--- config.mk ---
export PLATFORM = sky130hd
export DESIGN_NAME = alu_mul_seq_flat
export DESIGN_NICKNAME = d
export VERILOG_FILES = /design/src/rtl/alu_mul_seq_if.sv /design/src/rtl/alu_mul_seq.sv /design/src/flat_wrapper.sv
export SDC_FILE = /design/constraint.sdc
export NUM_CORES = 1
export LEC_CHECK = 0
export CORE_UTILIZATION = 44
export CTS_CLUSTER_SIZE = 30
export DETAILED_ROUTE_END_ITERATION = 7
export HOLD_SLACK_MARGIN = 0.08
export PLACE_DENSITY_LB_ADDON = 0.15
export RECOVER_POWER = 25
export SETUP_SLACK_MARGIN = 0.3
export SYNTH_ARGS = -nofsm -noshare
export SYNTH_HDL_FRONTEND = slang
export SYNTH_SLANG_ARGS = --single-unit
--- constraint.sdc ---
create_clock -name clk -period 1.85 [get_ports clk]
set_input_delay 0.37 -clock clk [delete_from_list [all_inputs] [get_ports clk]]
set_output_delay 0.37 -clock clk [all_outputs]
set_load 0.05 [all_outputs]
--- src/rtl/alu_mul_seq_if.sv ---
// Bundle between the multiply sequencer, its requester and the external alu.
// slave = sequencer side, master = requester plus alu side.
interface alu_mul_seq_if #(
  parameter int N = 4
);
  logic         start;
  logic [N-1:0] a_in;
  logic [N-1:0] b_in;
  logic         busy;
  logic         done;
  logic [N-1:0] product;
  logic         ovf;
  logic         err_o;
  logic [N-1:0] alu_a;
  logic [N-1:0] alu_b;
  logic [3:0]   alu_op;
  logic [N-1:0] alu_o;
  logic         alu_of;
  logic         alu_uf;
  logic         alu_err;
  logic         alu_zero;

  modport slave (
    input  start, a_in, b_in, alu_o, alu_of, alu_uf, alu_err, alu_zero,
    output busy, done, product, ovf, err_o, alu_a, alu_b, alu_op
  );

  modport master (
    output start, a_in, b_in, alu_o, alu_of, alu_uf, alu_err, alu_zero,
    input  busy, done, product, ovf, err_o, alu_a, alu_b, alu_op
  );
endinterface

--- src/rtl/alu_mul_seq.sv ---
// Unsigned multiply by repeated addition through an external alu; done 3*b+1 cycles after start.
// No backpressure: start is sampled only in IDLE, requests while busy or in DONE are dropped.
module alu_mul_seq #(
  parameter int N = 4
) (
  input  logic        clk,
  input  logic        rst_n,
  alu_mul_seq_if.slave bus
);
  typedef enum logic [2:0] {S_IDLE, S_CHECK, S_ADD, S_DEC, S_DONE} state_t;

  state_t       r_state;
  logic         r_busy;
  logic         r_done;
  logic         r_ovf;
  logic         r_err;
  logic [N-1:0] r_product;
  logic [N-1:0] r_acc;
  logic [N-1:0] r_cnt;
  logic [N-1:0] r_opa;

  logic [N-1:0] w_alu_a;
  logic [N-1:0] w_alu_b;
  logic [3:0]   w_alu_op;

  // Idle/done park the alu on a harmless add of zeros.
  always_comb begin
    w_alu_a  = '0;
    w_alu_b  = '0;
    w_alu_op = 4'b0000;
    case (r_state)
      S_CHECK: begin
        w_alu_op = 4'b0100;
        w_alu_a  = r_cnt;
      end
      S_ADD: begin
        w_alu_op = 4'b0000;
        w_alu_a  = r_acc;
        w_alu_b  = r_opa;
      end
      S_DEC: begin
        w_alu_op = 4'b0001;
        w_alu_a  = r_cnt;
        w_alu_b  = N'(1);
      end
      default: ;
    endcase
  end

  always_ff @(posedge clk or negedge rst_n) begin
    if (!rst_n) begin
      r_state   <= S_IDLE;
      r_busy    <= 1'b0;
      r_done    <= 1'b0;
      r_ovf     <= 1'b0;
      r_err     <= 1'b0;
      r_product <= '0;
      r_acc     <= '0;
      r_cnt     <= '0;
      r_opa     <= '0;
    end else begin
      r_done <= 1'b0;
      case (r_state)
        S_IDLE: begin
          if (bus.start) begin
            r_opa   <= bus.a_in;
            r_cnt   <= bus.b_in;
            r_acc   <= '0;
            r_ovf   <= 1'b0;
            r_err   <= 1'b0;
            r_busy  <= 1'b1;
            r_state <= S_CHECK;
          end
        end
        S_CHECK: begin
          if (bus.alu_err || bus.alu_zero) begin
            r_err   <= bus.alu_err;
            r_done  <= 1'b1;
            r_state <= S_DONE;
          end else begin
            r_state <= S_ADD;
          end
        end
        S_ADD: begin
          // An aborted step leaves acc/ovf untouched so product reflects completed adds only.
          if (bus.alu_err) begin
            r_err   <= 1'b1;
            r_done  <= 1'b1;
            r_state <= S_DONE;
          end else begin
            r_acc   <= bus.alu_o;
            r_ovf   <= r_ovf | bus.alu_of;
            r_state <= S_DEC;
          end
        end
        S_DEC: begin
          if (bus.alu_err || bus.alu_uf) begin
            r_err   <= 1'b1;
            r_done  <= 1'b1;
            r_state <= S_DONE;
          end else begin
            r_cnt   <= bus.alu_o;
            r_state <= S_CHECK;
          end
        end
        S_DONE: begin
          r_product <= r_acc;
          r_busy    <= 1'b0;
          r_state   <= S_IDLE;
        end
        default: begin
          r_busy  <= 1'b0;
          r_state <= S_IDLE;
        end
      endcase
    end
  end

  assign bus.busy    = r_busy;
  assign bus.done    = r_done;
  assign bus.product = r_product;
  assign bus.ovf     = r_ovf;
  assign bus.err_o   = r_err;
  assign bus.alu_a   = w_alu_a;
  assign bus.alu_b   = w_alu_b;
  assign bus.alu_op  = w_alu_op;
endmodule

--- src/flat_wrapper.sv ---
// flat-port wrapper written by rule: the top's interface ports become plain ports
module alu_mul_seq_flat 
#(
  parameter int N = 4
)
  (clk, rst_n, bus_start, bus_a_in, bus_b_in, bus_alu_o, bus_alu_of, bus_alu_uf, bus_alu_err, bus_alu_zero, bus_busy, bus_done, bus_product, bus_ovf, bus_err_o, bus_alu_a, bus_alu_b, bus_alu_op);
  alu_mul_seq_if #(.N(N)) bus_i ();
  input  logic clk;
  input  logic rst_n;
  input wire logic [$bits(bus_i.start)-1:0] bus_start;
  input wire logic [$bits(bus_i.a_in)-1:0] bus_a_in;
  input wire logic [$bits(bus_i.b_in)-1:0] bus_b_in;
  input wire logic [$bits(bus_i.alu_o)-1:0] bus_alu_o;
  input wire logic [$bits(bus_i.alu_of)-1:0] bus_alu_of;
  input wire logic [$bits(bus_i.alu_uf)-1:0] bus_alu_uf;
  input wire logic [$bits(bus_i.alu_err)-1:0] bus_alu_err;
  input wire logic [$bits(bus_i.alu_zero)-1:0] bus_alu_zero;
  output wire logic [$bits(bus_i.busy)-1:0] bus_busy;
  output wire logic [$bits(bus_i.done)-1:0] bus_done;
  output wire logic [$bits(bus_i.product)-1:0] bus_product;
  output wire logic [$bits(bus_i.ovf)-1:0] bus_ovf;
  output wire logic [$bits(bus_i.err_o)-1:0] bus_err_o;
  output wire logic [$bits(bus_i.alu_a)-1:0] bus_alu_a;
  output wire logic [$bits(bus_i.alu_b)-1:0] bus_alu_b;
  output wire logic [$bits(bus_i.alu_op)-1:0] bus_alu_op;
  assign bus_i.start = bus_start;
  assign bus_i.a_in = bus_a_in;
  assign bus_i.b_in = bus_b_in;
  assign bus_i.alu_o = bus_alu_o;
  assign bus_i.alu_of = bus_alu_of;
  assign bus_i.alu_uf = bus_alu_uf;
  assign bus_i.alu_err = bus_alu_err;
  assign bus_i.alu_zero = bus_alu_zero;
  assign bus_busy = bus_i.busy;
  assign bus_done = bus_i.done;
  assign bus_product = bus_i.product;
  assign bus_ovf = bus_i.ovf;
  assign bus_err_o = bus_i.err_o;
  assign bus_alu_a = bus_i.alu_a;
  assign bus_alu_b = bus_i.alu_b;
  assign bus_alu_op = bus_i.alu_op;
  alu_mul_seq #(.N(N)) u_core (.clk(clk), .rst_n(rst_n), .bus(bus_i));
endmodule
==> impl_metrics.yaml, run 1 <==
worst_setup_path:
  crit_slowest_cell: "dfrtp_1"
  critical_path.most_common_cell: "nor2b_4"
  regToRegEndpoint: "u_core.r_cnt[1]$_DFFE_PN0P_"
  r2r_cells: 7
  rrSetupSlack_ps: 110
  crit_path_end_kind: "output port"
  cp_cell_sequence: "nor2b_4 -> nor2b_4 -> and2_4 -> buf_12"
  crit_path_max_incr_delay_ps: 470
  arrival_ps: 1440
  path_max_fanout: 4
  r2r-start: "u_core.r_state[1]$_DFFE_PN0P_"
  critPathLaunchType: "register"
  cp.required_ps: 1480
  path_class: "reg2out"
layout:
  final_common_cell: "dfrtp_1"
  fin_cells: 195
  final_cell_mix: "dfrtp_1 (23), buf_4 (19), clkdlybuf4s50_1 (18)"
  design_area_mm2: 0.00188
  final_layout_size_suffix_gt1_share_pct: 44.8
  nets: 185
  area_growth_pct: 64.4
  num_antenna_cells: 0
clock_tree:
  h-tree-depth: 1
  worst_skew_pair.late_latency_ps: 320
  tritoncts: "done"
  cts-root-buf: "clkbuf_4"
  clk_path_buf_depth: 2
  cts_made_buffers: 3
  clock-sinks: 23
  path_clk_slew_ps: 130
  cts.hold.buffers_added: 0
timing:
  min_period_ps: 1810
  finalHoldViolations: 0
  setup_viol: 0
  totalNegativeSetupSlack_ps: 0
  period_share_pct: 97.7
  relSlewSlack_pct: 15.8
  rsz0062_at_grt: "true"
  fmax_ghz: 0.553
  max_slew.worst_pin.slew_ps: 1260
  setup_ws_ps: 43.0
  slew_violations: 0
  clock_skew_ps: 8.40
place:
  placed_area_mm2: 0.00166
  dpl_worst_slack_ps: -55.2
  gp_congestion: 0.788
  dp_cells: 181
  hpwlAfterDp_um: 1980
  port_buffers: 36
grt:
  grt_use_total_pct: 22.2
  busiest_layer: "met2"
  antenna_found_initial: 0
  grt_use_met3_pct: 4.31
  grt_use_met2_pct: 37.6
  overflow: 0
  grt_pass1_vias: 999
  grt_pass1_wl_um: 4460
  grt_max_degree: 24
  met1_usage_pct: 28.4
drt:
  vias: 1083
  firstDrtPassIters: 4
  totalWireLength_um: 2960
  wl_per_cell_um: 15.2
  ant_nets: 0
  drt_iter0_drc: 16
  drc: 0
  via_per_inst: 5.55
die:
  die_w_um: 53.0
  rows: 18
  fp.coreArea_mm2: 0.00248
  initial_utilization_pct: 46.2
  dieArea_mm2: 0.00281
  design.portCount: 39
  die_h_um: 53.0
hold_path:
  hold_depth: 1
  min_path_type: "reg2reg"
  hold_end: "u_core.bus.product[2]$_DFFE_PN0N_"
  min_from: "u_core.bus.product[2]$_DFFE_PN0N_"
pwr:
  power_mw: 2.92
  p_per_area_mw_per_mm2: 1550
  p_leak_nw: 0.859
  vdd_drop_max_v: 0.00105
yosys:
  syn_inst: 113
  avgSynthCellArea_um2: 10.1
  yosys_warnings: 0
  yosysSeqAreaShare_pct: 50.3
  synth_top_area_share_pct: 50.3
  yosysTopAreaCell: "dfrtp_1"
  synthTopCellsByArea: "dfrtp_1 (50%), mux2_2 (7.9%), mux2i_1 (4.4%), a21oi_1 (3.9%), nand2_1 (3.9%)"
  syn-cell-area_mm2: 0.00114
  synth_seq_cells: 23
  synth_cell_type_count: 29
flow_run:
  maxCapViolations: 0
run_status:
  outcome: "finished, final reports clean"
-- how the worst max path moves through the flow --
stage / endpoint / start / cells past startpoint
after floorplan: bus_alu_op[2] / u_core.r_state[2]$_DFFE_PN0P_ / 2
after global placement: u_core.r_opa[0]$_DFFE_PN0P_ / bus_start / 4
after detailed placement: u_core.r_opa[3]$_DFFE_PN0P_ / bus_start / 4
after CTS: bus_alu_a[2] / u_core.r_state[0]$_DFFE_PN0P_ / 4
after global routing: bus_alu_b[2] / u_core.r_state[2]$_DFFE_PN0P_ / 4
final: bus_alu_b[2] / u_core.r_state[2]$_DFFE_PN0P_ / 4
-- critical path, delay by kind of cell, from the launching register on --
family	cells	cell delay (ps)
buf+inv	1	130
flops	1	470
simple gates	3	530
-- Yosys cell counts (all sizes together) --
library cell / count
or3b: 1
and2: 3
o211ai: 1
conb: 1
mux2i: 5
nand2: 12
nand4bb: 1
o21a: 1
clkbuf: 2
and2b: 1
nor2b: 5
o21ai: 6
a22oi: 4
dfrtp: 23
buf: 5
o311ai: 1
nor3: 2
mux2: 8
a21o: 1
a21oi: 10
inv: 5
nor3b: 3
nor2: 12
-- state kept, by name, indices dropped and copies added, names as in the netlist --
register / flops
u_core.r_state: 3
u_core.bus.product: 4
u_core.r_opa: 4
u_core.bus.busy: 1
u_core.r_cnt: 4
u_core.r_acc: 4
u_core.bus.done: 1
u_core.bus.ovf: 1
u_core.bus.err_o: 1
-- routing by layer --
layer | vias up | wire [um]
li1 | 488 | -
met5 | - | 0
met4 | 0 | 27
met3 | 5 | 175
met2 | 50 | 1530
met1 | 540 | 1230
-- timing repair --
action,CTS,global route
setup buffers,5,4
cloned,0,1
pin swaps,9,11
setup endpoints to repair,19,29
resized for setup,19,15
-- cell type report --
cell class	instances	area [um^2]
multi-input cells	80	669
clock inverters	1	5.00
inverters	5	22.5
well taps	30	37.5
fillers	167	596
repair buffers	53	549
clock buffers	3	22.5
flip-flops and latches	23	576
-- cell families after synthesis --
kind of cell,after synthesis,synth area share (%)
flops,23,50.3
compound gates,24,13.3
other cells,1,0.328
buf+inv,12,5.03
simple gates,40,18.8
mux,13,12.2
-- through the flow --
stage               hold WS [ps]  utilization [%]
floorplan                   74.4                -
global placement             493             66.9
detailed placement           497             66.9
CTS                          397             72.4
global route                 539             76.0
finish                       524             76.0
-- power breakdown --
part / internal, mW / leakage, nW / total (mW) / switching, mW
Sequential: 0.696 / 0.291 / 0.839 / 0.143
Clock: 0.0809 / 0.0177 / 0.238 / 0.157
Combinational: 0.795 / 0.550 / 1.85 / 1.05
No activity file was read; power rests on OpenSTA's default activity.
==> inputs of run 2 (changes only) <==
--- a/config.mk
+++ b/config.mk
@@ -5,6 +5,7 @@
 export SDC_FILE = /design/constraint.sdc
 export NUM_CORES = 1
 export LEC_CHECK = 0
+export CAP_MARGIN = 20
 export CORE_UTILIZATION = 44
 export CTS_CLUSTER_SIZE = 30
 export DETAILED_ROUTE_END_ITERATION = 7
==> results of run 2 <==
Final layout, timing and power as in run 1 (identical DEF).
